--- src/rtl/cdb_arbiter.sv ---
// cdb_arbiter: writeback-stage collector in front of the physical register file.
// Each functional unit feeds a small private FIFO. Every cycle a round-robin
// scan grants up to CDB_WIDTH non-empty FIFO heads. The selected results are
// broadcast, registered, on the CDB slots.
// A cdb_tag slot is packed as {valid, index}.
module cdb_arbiter #(
    parameter int N_FU      = 5,
    parameter int CDB_WIDTH = 3,
    parameter int DEPTH     = 2,
    parameter int PREG_W    = 6,
    parameter int XLEN      = 32
) (
    input  logic                                clock,
    input  logic                                reset,
    input  logic                                squash,
    input  logic [N_FU-1:0]                     fu_valid,
    input  logic [N_FU-1:0][PREG_W-1:0]         fu_tag,
    input  logic [N_FU-1:0][XLEN-1:0]           fu_value,
    output logic [N_FU-1:0]                     fu_ready,
    output logic [CDB_WIDTH-1:0][PREG_W:0]      cdb_tag,
    output logic [CDB_WIDTH-1:0][XLEN-1:0]      cdb_value
);

    localparam int CNT_W  = $clog2(DEPTH) + 1;
    localparam int PTR_W  = (DEPTH > 1) ? $clog2(DEPTH) : 1;
    localparam int RR_W   = (N_FU > 1) ? $clog2(N_FU) : 1;
    localparam int SLOT_W = $clog2(CDB_WIDTH + 1);

    logic [PREG_W-1:0]    fifo_tag [N_FU][DEPTH];
    logic [XLEN-1:0]      fifo_val [N_FU][DEPTH];
    logic [PTR_W-1:0]     head     [N_FU];
    logic [PTR_W-1:0]     tail     [N_FU];
    logic [CNT_W-1:0]     count    [N_FU];
    logic [RR_W-1:0]      rr_ptr;
    logic [RR_W-1:0]      rr_next;

    logic [N_FU-1:0]      push;
    logic [N_FU-1:0]      grant;
    logic                 any_grant;
    logic [RR_W-1:0]      last_src;
    logic [RR_W:0]        scan_sum;
    logic [RR_W-1:0]      scan_src;
    logic [SLOT_W-1:0]    used;

    logic [CDB_WIDTH-1:0][PREG_W:0] slot_tag;
    logic [CDB_WIDTH-1:0][XLEN-1:0] slot_val;

    // Pointers wrap modulo DEPTH. DEPTH is a power of two, so natural overflow
    // gives the wrap. The only exception is a single-entry FIFO, whose pointer
    // stays at 0.
    function automatic logic [PTR_W-1:0] ptr_inc(input logic [PTR_W-1:0] p);
        if (DEPTH == 1)
            return '0;
        else
            return p + PTR_W'(1);
    endfunction

    // Ready uses only the registered occupancy. Tag-0 results are taken but dropped.
    always_comb begin
        fu_ready = '0;
        push     = '0;
        for (int unsigned i = 0; i < N_FU; i++) begin
            fu_ready[i] = (count[i] < CNT_W'(DEPTH)) && !reset && !squash;
            push[i]     = fu_valid[i] && fu_ready[i] && (fu_tag[i] != '0);
        end
    end

    // Round-robin scan from rr_ptr. Grants are packed into CDB slots in scan order.
    always_comb begin
        grant     = '0;
        any_grant = 1'b0;
        last_src  = '0;
        slot_tag  = '0;
        slot_val  = '0;
        used      = '0;
        scan_sum  = '0;
        scan_src  = '0;
        for (int unsigned k = 0; k < N_FU; k++) begin
            scan_sum = {1'b0, rr_ptr} + (RR_W+1)'(k);
            scan_src = (scan_sum >= (RR_W+1)'(N_FU)) ? RR_W'(scan_sum - (RR_W+1)'(N_FU))
                                                     : scan_sum[RR_W-1:0];
            if ((count[scan_src] != '0) && (used < SLOT_W'(CDB_WIDTH))) begin
                grant[scan_src] = 1'b1;
                slot_tag[used]  = {1'b1, fifo_tag[scan_src][head[scan_src]]};
                slot_val[used]  = fifo_val[scan_src][head[scan_src]];
                any_grant       = 1'b1;
                last_src        = scan_src;
                used            = used + SLOT_W'(1);
            end
        end
    end

    // Next round-robin start: the source after the last one granted, with an explicit wrap.
    always_comb begin
        rr_next = rr_ptr;
        if (any_grant)
            rr_next = (last_src == RR_W'(N_FU - 1)) ? '0 : last_src + RR_W'(1);
    end

    // Occupancy, pointers, arbitration pointer and CDB registers. Reset and squash flush everything.
    always_ff @(posedge clock) begin
        if (reset || squash) begin
            for (int unsigned i = 0; i < N_FU; i++) begin
                count[i] <= '0;
                head[i]  <= '0;
                tail[i]  <= '0;
            end
            rr_ptr    <= '0;
            cdb_tag   <= '0;
            cdb_value <= '0;
        end else begin
            for (int unsigned i = 0; i < N_FU; i++) begin
                if (push[i])
                    tail[i] <= ptr_inc(tail[i]);
                if (grant[i])
                    head[i] <= ptr_inc(head[i]);
                count[i] <= count[i] + CNT_W'(push[i]) - CNT_W'(grant[i]);
            end
            rr_ptr    <= rr_next;
            cdb_tag   <= slot_tag;
            cdb_value <= slot_val;
        end
    end

    // FIFO storage needs no reset, because only entries counted by occupancy are ever read.
    always_ff @(posedge clock) begin
        for (int unsigned i = 0; i < N_FU; i++) begin
            if (push[i]) begin
                fifo_tag[i][tail[i]] <= fu_tag[i];
                fifo_val[i][tail[i]] <= fu_value[i];
            end
        end
    end

endmodule

--- config.mk ---
export PLATFORM = sky130hd
export DESIGN_NAME = cdb_arbiter
export DESIGN_NICKNAME = d
export VERILOG_FILES = /design/src/rtl/cdb_arbiter.sv
export SDC_FILE = /design/constraint.sdc
export NUM_CORES = 2
export LEC_CHECK = 0
export BUFFER_PORTS_ARGS = -buffer_cell sky130_fd_sc_hd__buf_2
export CAP_MARGIN = 10
export CORE_MARGIN = 1.5
export CORE_UTILIZATION = 41
export CTS_BUF_LIST = sky130_fd_sc_hd__clkbuf_16
export DETAILED_ROUTE_END_ITERATION = 16
export GPL_ROUTABILITY_DRIVEN = 0
export PLACE_DENSITY = 0.58
export SYNTH_ARGS = -nofsm -noshare
export SYNTH_HDL_FRONTEND = slang
export SYNTH_SLANG_ARGS = --single-unit
--- constraint.sdc ---
create_clock -name clock -period 7.1 [get_ports clock]
set_clock_uncertainty 0.2 [all_clocks]
set_input_delay 1.065 -clock clock [delete_from_list [all_inputs] [get_ports clock]]
set_output_delay 1.065 -clock clock [all_outputs]
set_load 0.05 [all_outputs]
Yosys cells after proc, flatten, opt, wreduce, memory -nomap -nowiden
Memories as Yosys holds them, arrays and structs flattened. Cells that the tools add are included.

Shift-type cells: 0. Divide/modulo/power cells: 0. Reductions and logical operators: 51. Bitwise logic cells: 29. Equality and inequality tests: 1. Multiplexer cells: 197. Multiply operators: 0. $add $sub $neg: 33. $lt $le $gt $ge: 47.

Operators with widths (count): $mux 32 (25); $bwmux 96 (4); $mux 96 (4); $mux 64 (5); $demux 32 s2 (4); $demux 32 s1 (5); $mux 6 (20); $bwmux 21 (4); $mux 21 (4); $mux 1 (74); $mux 12 (5); $demux 7 s2 (4); $logic_and 1x1->1 (38); $mux 7 (5); $mux 3 (11); $demux 6 s1 (5); $reduce_bool 6->1 (5); $mux 5 (5); $ge 2x2->1 const B (10); $lt 3x4->1 const B (5); $not 1->2 (10); $or 5x5->5 (4); $lt 2x2->1 const B (9); $ge 4x3->1 const B (4); 21 further kinds (89).

Memory bits (read-only): 0. Logic and storage cells: 370. Memory bits (writable): 400. Bits in latches: 0. Memories: 5. Bits in registers: 120. Output and inout port bits: 122. Input port bits: 198.

Memory list: fifo_val (words 5, bits a word 64, rd ports 5, clocked after Yosys merged registers in 0, wr ports 5, RTL line 30) `logic [XLEN-1:0] fifo_val [N_FU][DEPTH];`; fifo_tag (words 5, bits a word 12, rd ports 5, clocked after Yosys merged registers in 0, wr ports 5, RTL line 29) `logic [PREG_W-1:0] fifo_tag [N_FU][DEPTH];`; count (words 5, bits a word 2, rd ports 10, clocked after Yosys merged registers in 0, wr ports 5, RTL line 33) `logic [CNT_W-1:0] count [N_FU];`; head (words 5, bits a word 1, rd ports 10, clocked after Yosys merged registers in 0, wr ports 5, RTL line 31) `logic [PTR_W-1:0] head [N_FU];`; tail (words 5, bits a word 1, rd ports 5, clocked after Yosys merged registers in 0, wr ports 5, RTL line 32) `logic [PTR_W-1:0] tail [N_FU];`.

Logic depth before layout (Yosys ltp)
An unclocked memory read counts as a cell.

Depth after elaboration: 21. Depth in mapped cells: 28. Gate-level depth less buffers: 24.

Worst setup path after synthesis
OpenSTA, ideal clock, no wires.

Path kind: reg2reg. From: register rr_ptr[1]. To: memory count[2][1] (netlist bit). Arrival: 5.974 ns. Required time: 6.772 ns. Stages on the path, launching flop included: 29. Slack: 0.799 ns. Path buffers: 4. Period minus slack after synthesis: 6.301 ns. Library setup time: 0.128 ns. Path through: dfxtp_1 -> buf_2 -> inv_1 -> ha_1 -> buf_2 -> inv_1 -> a221oi_1 -> a31o_1 -> buf_2 -> o32a_1 -> a211oi_4 -> inv_1 -> ha_1 -> o31ai_1 -> a21o_1 -> nand2_1 -> ha_1 -> a211oi_1 -> a31o_2 -> a211oi_1 -> or2_1 -> buf_2 -> o311ai_1 -> ha_1 -> inv_1 -> ha_1 -> xor2_1 -> xnor2_1 -> nor2_1.

RTL lines: from (decl) (RTL line 34) `logic [RR_W-1:0] rr_ptr;`; from (signal assigned) (RTL line 119) `rr_ptr <= rr_next;`; to (decl) (RTL line 33).

==> results.json <==
{
  "hold_viol_final": 0,
  "p_leak_nw": 14.9,
  "end_kind": "flop",
  "start_util_pct": 41.3,
  "clockPowerShare_pct": 13.0,
  "synth_area_per_cell_um2": 8.48,
  "max_slew.worst_pin.slew_ns": 1.21,
  "ys.flop_type": "edfxtp_1",
  "min_period_over_period_pct": 93.8,
  "comb_power_share_pct": 71.3,
  "critPathRequiredTime_ns": 7.44,
  "worstSetupPathType": "flop to flop",
  "switching_share_pct": 57.1,
  "fin_nets": 4578,
  "hold_depth": 1,
  "cts_made_buffers": 60,
  "ys_ff_latch": 520,
  "synth_area_um2": 35900,
  "core_region_area_um2": 86800,
  "seq_power_share_pct": 15.7,
  "intPower_mw": 10.8,
  "die_x_um": 299,
  "synth_xor_area_share_pct": 0.318,
  "rr_startpoint": "rr_ptr[0]",
  "hold_start": "fu_value[111]",
  "dr_total_vias": 38800,
  "setup-tns-final_ns": 0,
  "ys_warn_count": 0,
  "maxSlewViolCount": 0,
  "r2r-end": "count[4][1]",
  "placed_area_um2": 38700,
  "drt_wl_total_mm": 179,
  "antenna_found_initial": 9,
  "port_buffers": 319,
  "htreeDepth": 2,
  "p_switching_mw": 14.4,
  "dp_hpwl_mm": 108,
  "finalCriticalPeriod_ns": 6.66,
  "outcome": "finished, final reports clean",
  "async_reset_ff_share_pct": 0,
  "synthAdderAreaFrac_pct": 1.05,
  "dp.cells": 5443,
  "reg2regPathDepth": 24,
  "cp_max_fo": 13,
  "postCtsSetupBuffers": 0,
  "ys_types": 99,
  "p_per_area_nw_per_um2": 618,
  "cts_buffer_depth": 3,
  "synth_edf_count": 390,
  "grt_overflow": 0,
  "min_path_type": "input pin to flop",
  "ys_seq_area_share_pct": 39.9,
  "grt_pass1_wl_mm": 252,
  "worstHoldEndpoint": "fifo_val[3][47]",
  "cts_root_buf": "clkbuf_16",
  "startpoint_type": "flop",
  "cts_tree": "built",
  "synth_top_family_by_area": "compound AO/OA/AOI/OAI gates",
  "fillers": 8343,
  "ant_nets": 0,
  "cap_violations": 0,
  "wl_per_cell_um": 32.1,
  "drc": 0,
  "grt_usage_pct": 38.5,
  "grt_start_max_net_pins": 87,
  "yosys.area_share.simple_pct": 20.0,
  "clock_sinks": 520,
  "finalSetupViolations": 0,
  "register_area_um2": 14300,
  "utilization_pct": 47.0,
  "rows": 108,
  "slew_headroom_pct": 19.3,
  "viasPerCell": 6.97,
  "first_pass_iters": 6,
  "io_pins": 320,
  "initialDrtViolationCount": 6455,
  "dieArea_um2": 89200,
  "clk_pin_slew_ns": 0.07,
  "die_h_um": 299,
  "multiInputGateArea_um2": 19900,
  "drive_gt1_share_pct": 16.5,
  "synthMuxAreaShare_pct": 9.59,
  "final_area_um2": 40800,
  "reg2reg_slack_ns": 0.44,
  "max_freq_mhz": 150,
  "first_global_vias": 35500,
  "arrival_ns": 7.00,
  "clk_latency_ns": 0.68,
  "grt_setup_unrepaired": "false",
  "vdd_ir_drop_max_v": 0.000673,
  "synth_compound_gate_area_share_pct": 23.8,
  "synth_nets": 4454,
  "syn_inst": 4227,
  "area_growth_pct": 13.8,
  "finalNonFillerCells": 5563
}
[placed cells by master (no fill, tap or decap), types with 11 or more instances in the layout]
master and n:
and4_1 26, a221oi_1 80, nand3_1 155, buf_4 112
o2bb2ai_1 37, inv_1 71, nor2_4 21, nand2_1 1065
o211ai_1 41, nor2_1 230, a31oi_1 38, a2111oi_0 33
o22ai_1 54, o21ai_0 79, o221ai_1 63, edfxtp_1 390
nor3_1 98, mux4_2 63, clkinv_1 11, a21oi_1 458
mux2_2 17, o32ai_1 27, clkbuf_16 62, and3_1 15
a22oi_1 15, nand2b_1 11, dfxtp_1 129, a211oi_1 163
buf_2 319, ha_1 26, buf_12 15, mux2i_1 180
a32oi_1 54
[stage by stage]
stage                     hold WS (ns)  setup slack [ns]  total power, mW
after floorplan                  0.346             0.799             15.1
after global placement           0.365             0.414             20.9
after detailed placement         0.366             0.276             21.0
after CTS                        0.343             0.204             24.3
after global routing             0.358            0.0429             25.9
final                            0.370             0.439             25.2
[power by group through the flow]
stage,Clock [mW],Combinational (mW),Sequential (mW)
2_1_floorplan,0,10.8,4.33
3_3_place_gp,0,16.9,4.02
3_5_place_dp,0,17.0,4.01
4_1_cts,3.30,17.1,3.95
5_1_grt,3.41,18.5,3.97
6_report,3.28,18.0,3.96
[repair_timing]
| action | 4_1_cts | 5_1_grt |
|---|---|---|
| hold buffers | 0 | 0 |
| endpoints found under the setup margin | 0 | 9 |
| gates resized for setup | 0 | 5 |
[worst max-delay path by stage]
stage,start,slack (ns),to
after floorplan,rr_ptr[1],0.80,count[2][1]
after global placement,rr_ptr[0],0.41,count[2][1]
after detailed placement,rr_ptr[0],0.28,count[2][1]
after CTS,rr_ptr[0],0.20,count[2][1]
after global routing,rr_ptr[0],0.04,count[4][1]
final,rr_ptr[0],0.44,count[4][1]
[kinds of logic (layout without fill, tap and decap cells)]
logic type	after synthesis	count (layout)
multiplexers	262	262
XOR/XNOR	13	13
flip-flops	520	520
AO/OA/AOI/OAI	1248	1248
buffers and inverters	455	630
adder cells (fa/ha/maj)	29	29
AND/OR/NAND/NOR	1700	1700
other	0	6
[Yosys cell counts, types with 10 or more instances]
cell / n / share of area [%]
nand2_1: 1073 / 11
a21oi_1: 460 / 6.4
edfxtp_1: 390 / 33
nor2_1: 249 / 2.6
clkbuf_1: 246 / 2.6
mux2i_1: 180 / 5.0
a211oi_1: 163 / 3.4
nand3_1: 155 / 2.2
dfxtp_1: 130 / 7.3
nor3_1: 100 / 1.4
buf_2: 86 / 1.2
a221oi_1: 80 / 2.0
o21ai_0: 79 / 1.1
inv_1: 66 / 0.69
mux4_2: 63 / 4.0
o221ai_1: 63 / 1.5
a32oi_1: 54 / 1.3
o22ai_1: 54 / 0.94
o211ai_1: 41 / 0.86
a31oi_1: 38 / 0.66
o2bb2ai_1: 37 / 0.90
a2111oi_0: 33 / 0.81
buf_1: 29 / 0.30
ha_1: 27 / 0.94
o32ai_1: 27 / 0.66
and4_1: 26 / 0.64
buf_4: 18 / 0.38
mux2_2: 18 / 0.57
and2_1: 17 / 0.30
a22oi_1: 15 / 0.31
and3_1: 15 / 0.26
nand2b_1: 11 / 0.19
o2111ai_1: 10 / 0.24
[final cells by class]
type	instances	area share, %
Antenna cell	6	0.0368
Inverter	70	0.647
Multi-Input combinational cell	3252	48.9
Timing Repair Buffer	447	6.78
Tap cell	1155	3.54
Clock inverter	51	1.25
Clock buffer	62	3.80
Sequential cell	520	35.1
[worst max-delay path, stage by stage (launching register included)]
cell and delay (ns):
dfxtp_2 0.46, clkinv_1 0.15, ha_1 0.42, inv_1 0.14, a221oi_1 0.13, a31o_2 0.33, o32a_1 0.40, a211oi_4 0.30
inv_1 0.19, ha_1 0.39, o31ai_1 0.28, a21o_1 0.15, nand2_1 0.19, ha_1 0.28, a211oi_1 0.30, a31o_2 0.35
a211oi_1 0.12, or2_1 0.39, o41ai_2 0.42, ha_1 0.31, inv_1 0.06, ha_1 0.16, xor2_1 0.18, xnor2_1 0.13
nor2_1 0.05
[flip-flops by register name (all words and copies together), names as in the netlist]
register   cells
tail           5
count         10
cdb_value     96
rr_ptr         3
fifo_val     320
fifo_tag      60
head           5
cdb_tag       21
[per-layer routing]
metal	part of all wire [%]	vias up	track usage [%]
li1	-	16100	-
met1	37	18200	51.2
met2	40	3642	54.0
met3	16	903	12.8
met4	7.3	10	23.5
met5	0.031	-	0
No activity file was read; power rests on OpenSTA's default activity.
